===== config.mk =====
export PLATFORM = sky130hd
export DESIGN_NAME = prog_delay_line
export DESIGN_NICKNAME = d
export VERILOG_FILES = /design/src/rtl/prog_delay_line_pkg.sv /design/src/rtl/prog_delay_line_sdp_ram_rreg.sv /design/src/rtl/prog_delay_line.sv
export SDC_FILE = /design/constraint.sdc
export NUM_CORES = 1
export LEC_CHECK = 0
export CAP_MARGIN = 20
export CORE_MARGIN = 1
export CORE_UTILIZATION = 56
export DETAILED_ROUTE_END_ITERATION = 12
export DONT_BUFFER_PORTS = 1
export GPL_TIMING_DRIVEN = 0
export HOLD_SLACK_MARGIN = 0.02
export PLACE_DENSITY = 0.76
export REMOVE_ABC_BUFFERS = 1
export SYNTH_ARGS = -nofsm -noshare
export SYNTH_HDL_FRONTEND = slang
export SYNTH_SLANG_ARGS = --single-unit

===== constraint.sdc =====
create_clock -name clk -period 6 [get_ports clk]
set_input_delay 0.6 -clock clk [delete_from_list [all_inputs] [get_ports clk]]
set_output_delay 0.6 -clock clk [all_outputs]
set_load 0.03 [all_outputs]

===== src/rtl/prog_delay_line_pkg.sv =====
// Shared constants and helpers for the programmable delay line.
// Latency floor, latency clamp and per-word even parity.
package prog_delay_line_pkg;

  localparam int LAT_MIN = 3;
  localparam int PAR_W   = 32;

  function automatic int clamp_lat(
    input int lat,
    input int lat_max
  );
    int r;
    r = lat;
    if (lat < LAT_MIN) r = LAT_MIN;
    else if (lat > lat_max) r = lat_max;
    return r;
  endfunction

  // Callers zero-extend narrower words; that leaves the parity unchanged.
  function automatic logic word_parity(
    input logic [PAR_W-1:0] w
  );
    return ^w;
  endfunction

endpackage


===== src/rtl/prog_delay_line_sdp_ram_rreg.sv =====
// Simple dual-port RAM with registered read, read-first on collision.
// Ports: i_clk, i_ena (clock enable), write port i_wr_*, read port i_rd_addr/o_rd_data.
module sdp_ram_rreg #(
  parameter int W  = 40,
  parameter int AW = 5
) (
  input  logic          i_clk,
  input  logic          i_ena,
  input  logic [AW-1:0] i_wr_addr,
  input  logic [W-1:0]  i_wr_data,
  input  logic [AW-1:0] i_rd_addr,
  output logic [W-1:0]  o_rd_data
);

  logic [W-1:0] r_mem [0:(1<<AW)-1];
  logic [W-1:0] r_q;

  // Read-first: at maximum latency the read and the write hit the same
  // address on the same edge, and the old word is the one wanted.
  always_ff @(posedge i_clk) begin
    if (i_ena) begin
      r_mem[i_wr_addr] <= i_wr_data;
      r_q              <= r_mem[i_rd_addr];
    end
  end

  assign o_rd_data = r_q;

endmodule


===== src/rtl/prog_delay_line.sv =====
// Parity-protected RAM delay line with run-time programmable latency.
// In: clk, arst_n, ena, din, lat, lat_load, inj_err, err_clr.
// Out: dout, dout_valid, cur_lat, parity_error, err_word.
module prog_delay_line
  import prog_delay_line_pkg::*;
#(
  parameter int BITS_PER_WORD = 9,
  parameter int WORDS         = 4,
  parameter int ADDR_BITS     = 5,
  parameter int LAT_W         = 6
) (
  input  logic                           clk,
  input  logic                           arst_n,
  input  logic                           ena,
  input  logic [BITS_PER_WORD*WORDS-1:0] din,
  input  logic [LAT_W-1:0]               lat,
  input  logic                           lat_load,
  input  logic                           inj_err,
  input  logic                           err_clr,
  output logic [BITS_PER_WORD*WORDS-1:0] dout,
  output logic                           dout_valid,
  output logic [LAT_W-1:0]               cur_lat,
  output logic                           parity_error,
  output logic [WORDS-1:0]               err_word
);

  localparam int DEPTH   = 1 << ADDR_BITS;
  localparam int LAT_MAX = DEPTH + 1;
  localparam int SW      = BITS_PER_WORD + 1;
  localparam int RW      = SW * WORDS;

  localparam logic [ADDR_BITS-1:0] RD_RST =
    ADDR_BITS'(DEPTH - (LAT_MIN - 2));

  logic [1:0]           r_rst_sync;
  logic                 w_rst_n;
  logic [ADDR_BITS-1:0] r_wraddr;
  logic [ADDR_BITS-1:0] r_rdaddr;
  logic [ADDR_BITS-1:0] w_rd_off;
  logic [LAT_W-1:0]     r_cur_lat;
  logic [LAT_W-1:0]     r_fill;
  logic                 r_anchor_pend;
  logic [RW-1:0]        w_wr_data;
  logic [RW-1:0]        w_ram_q;
  logic [RW-1:0]        r_dout_p;
  logic [WORDS-1:0]     w_err_now;
  logic [WORDS-1:0]     r_err_word;

  always_ff @(posedge clk or negedge arst_n) begin
    if (!arst_n) r_rst_sync <= '0;
    else         r_rst_sync <= {r_rst_sync[0], 1'b1};
  end

  assign w_rst_n = r_rst_sync[1];

  always_comb begin
    w_wr_data = '0;
    for (int i = 0; i < WORDS; i++) begin
      w_wr_data[i*SW +: BITS_PER_WORD] =
        din[i*BITS_PER_WORD +: BITS_PER_WORD];
      w_wr_data[i*SW + BITS_PER_WORD] =
        word_parity(PAR_W'(din[i*BITS_PER_WORD +: BITS_PER_WORD]))
        ^ (inj_err && (i == 0));
    end
  end

  // Two register stages sit after the read address (RAM q, dout),
  // hence the read pointer trails the write pointer by cur_lat-2.
  assign w_rd_off = ADDR_BITS'(r_cur_lat - LAT_W'(2));

  always_ff @(posedge clk or negedge w_rst_n) begin
    if (!w_rst_n) begin
      r_wraddr <= '0;
      r_rdaddr <= RD_RST;
    end else if (ena) begin
      r_wraddr <= r_wraddr + 1'b1;
      r_rdaddr <= r_wraddr - w_rd_off;
    end
  end

  sdp_ram_rreg #(
    .W  (RW),
    .AW (ADDR_BITS)
  ) u_ram (
    .i_clk     (clk),
    .i_ena     (ena),
    .i_wr_addr (r_wraddr),
    .i_wr_data (w_wr_data),
    .i_rd_addr (r_rdaddr),
    .o_rd_data (w_ram_q)
  );

  always_ff @(posedge clk or negedge w_rst_n) begin
    if (!w_rst_n) begin
      r_cur_lat <= LAT_W'(LAT_MIN);
    end else if (lat_load) begin
      r_cur_lat <= LAT_W'(clamp_lat(int'(lat), LAT_MAX));
    end
  end

  // After reset nothing has been written yet, so the first enabled
  // edge acts as the fill anchor, like the edge of a latency load.
  always_ff @(posedge clk or negedge w_rst_n) begin
    if (!w_rst_n) begin
      r_fill        <= '0;
      r_anchor_pend <= 1'b1;
    end else begin
      if (ena) begin
        if (r_anchor_pend) begin
          r_fill        <= '0;
          r_anchor_pend <= 1'b0;
        end else if (r_fill != r_cur_lat) begin
          r_fill <= r_fill + 1'b1;
        end
      end
      if (lat_load) r_fill <= '0;
    end
  end

  assign dout_valid = !r_anchor_pend && (r_fill == r_cur_lat);

  always_ff @(posedge clk or negedge w_rst_n) begin
    if (!w_rst_n) r_dout_p <= '0;
    else if (ena) r_dout_p <= w_ram_q;
  end

  always_comb begin
    w_err_now = '0;
    for (int i = 0; i < WORDS; i++) begin
      w_err_now[i] = ena && dout_valid &&
        (word_parity(PAR_W'(r_dout_p[i*SW +: BITS_PER_WORD]))
         ^ r_dout_p[i*SW + BITS_PER_WORD]);
    end
  end

  // A fresh error in the clearing cycle survives the clear.
  always_ff @(posedge clk or negedge w_rst_n) begin
    if (!w_rst_n) r_err_word <= '0;
    else r_err_word <= (err_clr ? '0 : r_err_word) | w_err_now;
  end

  always_comb begin
    dout = '0;
    for (int i = 0; i < WORDS; i++) begin
      dout[i*BITS_PER_WORD +: BITS_PER_WORD] =
        r_dout_p[i*SW +: BITS_PER_WORD];
    end
  end

  assign cur_lat      = r_cur_lat;
  assign err_word     = r_err_word;
  assign parity_error = |r_err_word;

endmodule


==> results of run 1 <==
-- critical path, stage by stage (launching register included) --
cell     delay [ns]
dfstp_4        0.98
buf_16         0.38
buf_16         0.35
buf_16         0.34
mux4_2         0.57
mux4_2         0.51
mux2_2         0.30
-- layout by cell type (no fill, tap or decap), types with 4 or more instances in the layout --
cell type	netlist	final
nand4_1	4	4
ha_1	12	12
nor2_4	0	32
edfxtp_1	1320	1320
nand2_1	15	15
o22ai_1	4	4
clkbuf_1	63	35
xor2_1	17	17
xnor2_1	65	61
a21oi_1	4	4
mux4_2	400	400
inv_1	19	19
o21ai_0	10	10
dfstp_4	0	5
clkinv_1	0	20
clkinvlp_4	0	5
bufinv_16	0	6
mux2_2	84	84
clkinv_2	0	29
xnor2_2	0	4
nor2_1	42	10
buf_16	0	36
clkbuf_16	0	140
inv_6	0	4
dfrtp_1	61	60
nand3b_1	4	4
dlygate4sd3_1	0	46
clkinv_8	0	8
buf_12	0	49
-- flip-flops by register name, summed over array words and instances (netlist names) --
name,flops
r_fill,6
r_dout_p,40
r_wraddr,5
u_ram.r_mem,1280
cur_lat,6
u_ram.o_rd_data,40
r_anchor_pend,1
err_word,4
r_rdaddr,5
r_rst_sync,2
-- metal layers --
metal	up-vias	GRT usage [%]	part of all wire (%)
li1	9718	-	-
met1	13600	37.1	36
met2	1782	46.0	50
met3	348	6.51	10
met4	8	10.1	3.6
met5	-	0	0.049
-- cell usage after synthesis, types with 2 or more instances --
master    number
edfxtp_1    1320
mux4_2       400
mux2_2        84
xnor2_1       65
clkbuf_1      63
dfrtp_1       61
buf_4         46
nor2_1        42
buf_2         20
inv_1         19
xor2_1        17
nand2_1       15
buf_1         13
ha_1          12
o21ai_0       10
dfstp_2        8
a21oi_1        4
nand3b_1       4
nand4_1        4
o22ai_1        4
a31oi_1        3
buf_6          3
nor2b_1        3
nor3_1         3
o32ai_1        3
or3b_2         3
nand3_1        2
-- layout make-up --
type	count	area [sq um]	share of cell area [%]
clock inverters	75	652	1.06
multi-input cells	690	11700	19.0
clock buffers	177	3650	5.93
diodes	1	2.50	0.00407
flip-flops and latches	1389	41400	67.3
well taps	1265	1580	2.57
repair buffers	137	2520	4.10
inverters	19	71.3	0.116
-- logic make-up (layout without fill, tap and decap cells) --
logic type,Yosys count,count (layout),share of synthesized area [%]
other,1,2,0.00699
muxes,484,484,18.6
AOI/OAI and AO/OA,29,29,0.341
xor gates and xnor gates,82,82,1.34
adders and majority gates,13,13,0.317
DFF,1389,1389,77.2
buffers and inverters,164,408,1.56
and+or+nand+nor,81,81,0.691
-- where the power goes --
part           total [mW]  switching (mW)  internal [mW]
sequential           12.8            1.09           11.7
clock                8.28            3.68           4.61
combinational        7.51            3.67           3.83
total                28.6            8.44           20.2
-- final timing paths --
check	startpoint	endpoint	slack (ns)	cells past startpoint
setup / recovery	r_rdaddr[0]$_DFFE_PN1P_	u_ram.o_rd_data[6]$_DFFE_PP_	2.18	6
hold / removal	lat_load	r_fill[0]$_DFFE_PN0P_	0.06	2
setup reg to reg	r_rdaddr[0]$_DFFE_PN1P_	u_ram.o_rd_data[6]$_DFFE_PP_	2.18	6
hold reg to reg	r_rst_sync[1]$_DFF_PN0_	r_dout_p[31]$_DFFE_PN0P_	0.27	0
max in group asynchronous	r_rst_sync[1]$_DFF_PN0_	r_dout_p[17]$_DFFE_PN0P_	5.07	1
min in group asynchronous	arst_n	r_rst_sync[1]$_DFF_PN0_	0.10	1
-- what timing repair did --
item,CTS,global route
buffers inserted,0,0
gates resized for setup,0,0
hold endpoints to repair,1211,0
hold buffers,48,0
-- metrics by stage --
step | setup WS (ns) | setup TNS (ns) | utilization (%)
after floorplan | -2.65 | -107.29 | -
after global placement | -5.50 | -222.15 | 57.4
after detailed placement | 2.10 | 0 | 59.7
after CTS | 2.07 | 0 | 64.8
after global routing | 1.98 | 0 | 64.9
final | 2.18 | 0 | 64.9
==> impl_metrics.yaml, run 1 <==
routing:
  drt_iter0_drc: 3296
  dr.pass1.iters: 6
  drc: 0
  vias: 25400
  avgViaCountPerCell: 6.77
  avgRoutedWirePerCell_um: 35.5
  ant_nets: 0
  wirelength_um: 133000
setup_path:
  critPathLaunchType: "flip-flop"
  critical_path_class: "flip-flop to flip-flop"
  crit_arrival_ns: 4.31
  required_ns: 6.49
  crit_fanout: 44
  cp-end-kind: "flip-flop"
yosys:
  synth_edf_count: 1320
  synth.top_cells.by_area: "edfxtp_1 74%, mux4_2 17%, dfrtp_1 2.8%, mux2_2 1.8%, xnor2_1 1.1%"
  synth_cell_types: 39
  synth_top_area_share_pct: 73.9
  async_flop_share_pct: 4.97
  synthCells: 2243
  syn_area_sq_um: 53600
  synth_area_leader_cell: "edfxtp_1"
  synth_warnings: 0
  seq_area_frac_synth_pct: 77.2
  synth_seq_cells: 1389
  ys.flop_type: "edfxtp_1"
  avgSynthCellArea_sq_um: 23.9
place:
  dp_cells: 3448
  place_area_sq_um: 56600
  numPortBuffers: 0
  gp_congestion: 0.771
  dp_hpwl_um: 71400
cts:
  clk_pin_slew_ns: 0.06
  cts-root-buf: "clkbuf_16"
  ctsLongestPathBuffers: 3
  cts_tree: "built"
  cts_buffers: 138
  clkLatencyLatePin_ns: 0.75
  cts_max_level: 4
  cts_sinks: 1389
grt:
  grt_usage_pct: 28.0
  antenna_found_initial: 9
  grt_pass1_wl_um: 190000
  grt_pass1_vias: 26400
  grt_max_degree: 73
  grt_overflow_total: 0
timing:
  setup_viol: 0
  post-route-period-util_pct: 63.7
  fin_crit_ns: 3.82
  fmax_mhz: 262
  slew_headroom_pct: 21.6
  tightestPinTransition_ns: 1.17
  maxSlewViolCount: 0
  clock-skew-final_ns: 0.0307
  fin_hold_ws_ns: 0.0550
  hold_viol: 0
  rsz0062_at_grt: "no"
final_layout:
  drive_gt1_share_pct: 33.1
  nNetsFinal: 2436
  fin_area_sq_um: 61600
  fin_cells: 3753
  area_growth_pct: 14.8
  fill_cells: 5640
pwr:
  p_total_mw: 28.6
  p_per_area_nw_per_um2: 465
  p_leak_nw: 19.4
  ir_drop_uv: 344
status:
  status: "finished, final reports clean"
job:
  cap_viol_max_count: 0
floorplanning:
  dieHeight_um: 311
  core_area_sq_um: 94900
  io_pins: 96
  start_util_pct: 56.5
  die-area_sq_um: 97000
  placementRows: 113
  die_x_um: 311
min_path:
  hold_path_class: "input port to flip-flop"
No activity file was read; power rests on OpenSTA's default activity.
==> run 2, diff against run 1 <==
--- a/config.mk
+++ b/config.mk
@@ -12,7 +12,7 @@
 export DONT_BUFFER_PORTS = 1
 export GPL_TIMING_DRIVEN = 0
 export HOLD_SLACK_MARGIN = 0.02
-export PLACE_DENSITY = 0.76
+export PLACE_DENSITY = 0.79
 export REMOVE_ABC_BUFFERS = 1
 export SYNTH_ARGS = -nofsm -noshare
 export SYNTH_HDL_FRONTEND = slang
==> constraint.sdc (replaced) <==
create_clock -name clk -period 3.1 [get_ports clk]
set_input_delay 0.31 -clock clk [delete_from_list [all_inputs] [get_ports clk]]
set_output_delay 0.31 -clock clk [all_outputs]
set_load 0.03 [all_outputs]
==> impl_metrics.yaml, run 2 (synthesis gave the netlist of run 1 again) <==
status:
  status: "finished with violations"
  violations: "setup timing"
cts:
  cts_sinks: 1389
  cts_buffers: 136
  cts_tree: "built"
  cts-root-buf: "clkbuf_16"
  clkLatencyLatePin_ns: 0.74
  ctsLongestPathBuffers: 3
  cts_max_level: 4
  clk_pin_slew_ns: 0.06
final_layout:
  final_common_cell: "edfxtp_1"
  layout_common_cells: "1320 x edfxtp_1, 400 x mux4_2, 138 x clkbuf_16, 80 x mux2_2, 61 x xnor2_1"
  largest_reg_flops: 1280
  nNetsFinal: 2451
  drive_gt1_share_pct: 33.0
  area_growth_pct: 15.3
  regMostFlops: "u_ram.r_mem"
timing:
  fmax_mhz: 321
  worst_slack_ns: -0.0111
  fin_hold_ws_ns: 0.0517
  tightestPinTransition_ns: 1.11
  hold_viol: 0
  clock-skew-final_ns: 0.0243
  maxSlewViolCount: 0
  rsz0062_at_grt: "yes"
  slew_headroom_pct: 26.0
  fin_crit_ns: 3.11
  post-route-period-util_pct: 100
  setup_viol: 2
routing:
  wirelength_um: 142000
  dr.pass1.iters: 6
  avgRoutedWirePerCell_um: 37.7
  drt_iter0_drc: 3818
  drc: 0
  avgViaCountPerCell: 6.96
  vias: 26200
  ant_nets: 0
setup_path:
  critical_path_class: "flip-flop to flip-flop"
  required_ns: 3.58
  crit_chain: "buf_16, buf_16, mux4_2, mux4_2, mux2_4"
  critPathLaunchType: "flip-flop"
  cp-end-kind: "flip-flop"
  slowest_delay_ns: 0.79
  r2r_start: "r_rdaddr[1]$_DFFE_PN1P_"
  crit_arrival_ns: 3.59
  r2r_slack_ns: -0.01
  r2r_end: "u_ram.o_rd_data[16]$_DFFE_PP_"
  crit_fanout: 66
  cp_slowest_cell: "dfstp_4"
  r2r_cells: 5
min_path:
  hold_path_class: "input port to flip-flop"
  hp-start: "din[28]"
  hold_end: "u_ram.r_mem[1][39]$_DFFE_PP_"
  whs_path_depth: 2
grt:
  grt_overflow_total: 0
  grt_max_degree: 95
  antenna_found_initial: 3
  grt_pass1_wl_um: 201000
  grt_pass1_vias: 27000
  grt_usage_pct: 29.8
pwr:
  p_leak_nw: 19.5
  p_per_area_nw_per_um2: 914
  p_total_mw: 56.5
  ir_drop_uv: 793
floorplanning:
  die_x_um: 311
  die-area_sq_um: 97000
  start_util_pct: 56.5
  dieHeight_um: 311
  core_area_sq_um: 94900
  io_pins: 96
  placementRows: 113
place:
  numPortBuffers: 0
  gp_congestion: 0.743
  dp_hpwl_um: 72000
job:
  cap_viol_max_count: 0
run 2: cell count changes in the layout (fill, tap and decap cells not counted), moves of 4 or more:
cell	delta
mux2_4	+4
clkinv_2	-11
mux2_2	-4
buf_4	+5
dlygate4sd3_1	+5
clkbuf_8	+5
bufbuf_16	+6
run 2: critical path: cells and delay by family (launching register included):
kind	cells	cell delay [ns]
flip-flops	1	0.79
multiplexers	3	1.22
buffers and inverters	2	0.68
run 2: worst max path at each step:
stage | startpoint | to | cells past startpoint
after floorplan | r_rdaddr[0]$_DFFE_PN1P_ | u_ram.o_rd_data[0]$_DFFE_PP_ | 3
after global placement | r_rdaddr[0]$_DFFE_PN1P_ | u_ram.o_rd_data[16]$_DFFE_PP_ | 3
after detailed placement | r_rdaddr[0]$_DFFE_PN1P_ | u_ram.o_rd_data[23]$_DFFE_PP_ | 6
after CTS | r_rdaddr[1]$_DFFE_PN1P_ | u_ram.o_rd_data[18]$_DFFE_PP_ | 5
after global routing | r_rdaddr[1]$_DFFE_PN1P_ | u_ram.o_rd_data[27]$_DFFE_PP_ | 5
final | r_rdaddr[1]$_DFFE_PN1P_ | u_ram.o_rd_data[16]$_DFFE_PP_ | 5
run 2: layout make-up:
class	instances	area (sq um)
well taps	1265	1580
fillers	5573	33100
multi-input cells	690	11700
clock buffers	180	3670
flip-flops and latches	1389	41400
clock inverters	61	594
inverters	19	71.3
diodes	3	7.51
repair buffers	154	2790
run 2: stage by stage:
step	util (%)	instance area (sq um)	worst slack [ns]	setup TNS, ns	cells
after floorplan	-	52800	-5.55	-232.77	2098
after global placement	57.4	54400	-8.36	-3682.99	3363
after detailed placement	59.7	56600	-0.726	-19.84	3447
after CTS	65.1	61700	0.0212	0	3755
after global routing	65.1	61800	-0.0137	-0.0248	3758
final	65.1	61800	-0.0111	-0.0212	3761
run 2: routing by layer:
layer	wire, um	up-vias	part of all wire (%)	track usage (%)
met1	49100	13800	35	39.7
li1	-	9745	-	-
met3	16300	417	12	7.08
met5	20	-	0.014	0
met4	5910	2	4.2	12.3
met2	70300	2259	50	47.9
run 2: what timing repair did:
item | 4_1_cts | 5_1_grt
endpoints found under the setup margin | 38 | 9
gates resized for setup | 0 | 5
cloned | 7 | 0
hold buffers | 52 | 0
hold endpoints to repair | 1259 | 0
buffers inserted | 8 | 0
run 2: power breakdown:
group	leakage [nW]	internal, mW	total (mW)	switching (mW)
Sequential	12.7	22.7	24.8	2.07
Combinational	4.72	7.85	15.6	7.78
Clock	2.08	8.98	16.0	7.06
Total	19.5	39.5	56.5	16.9
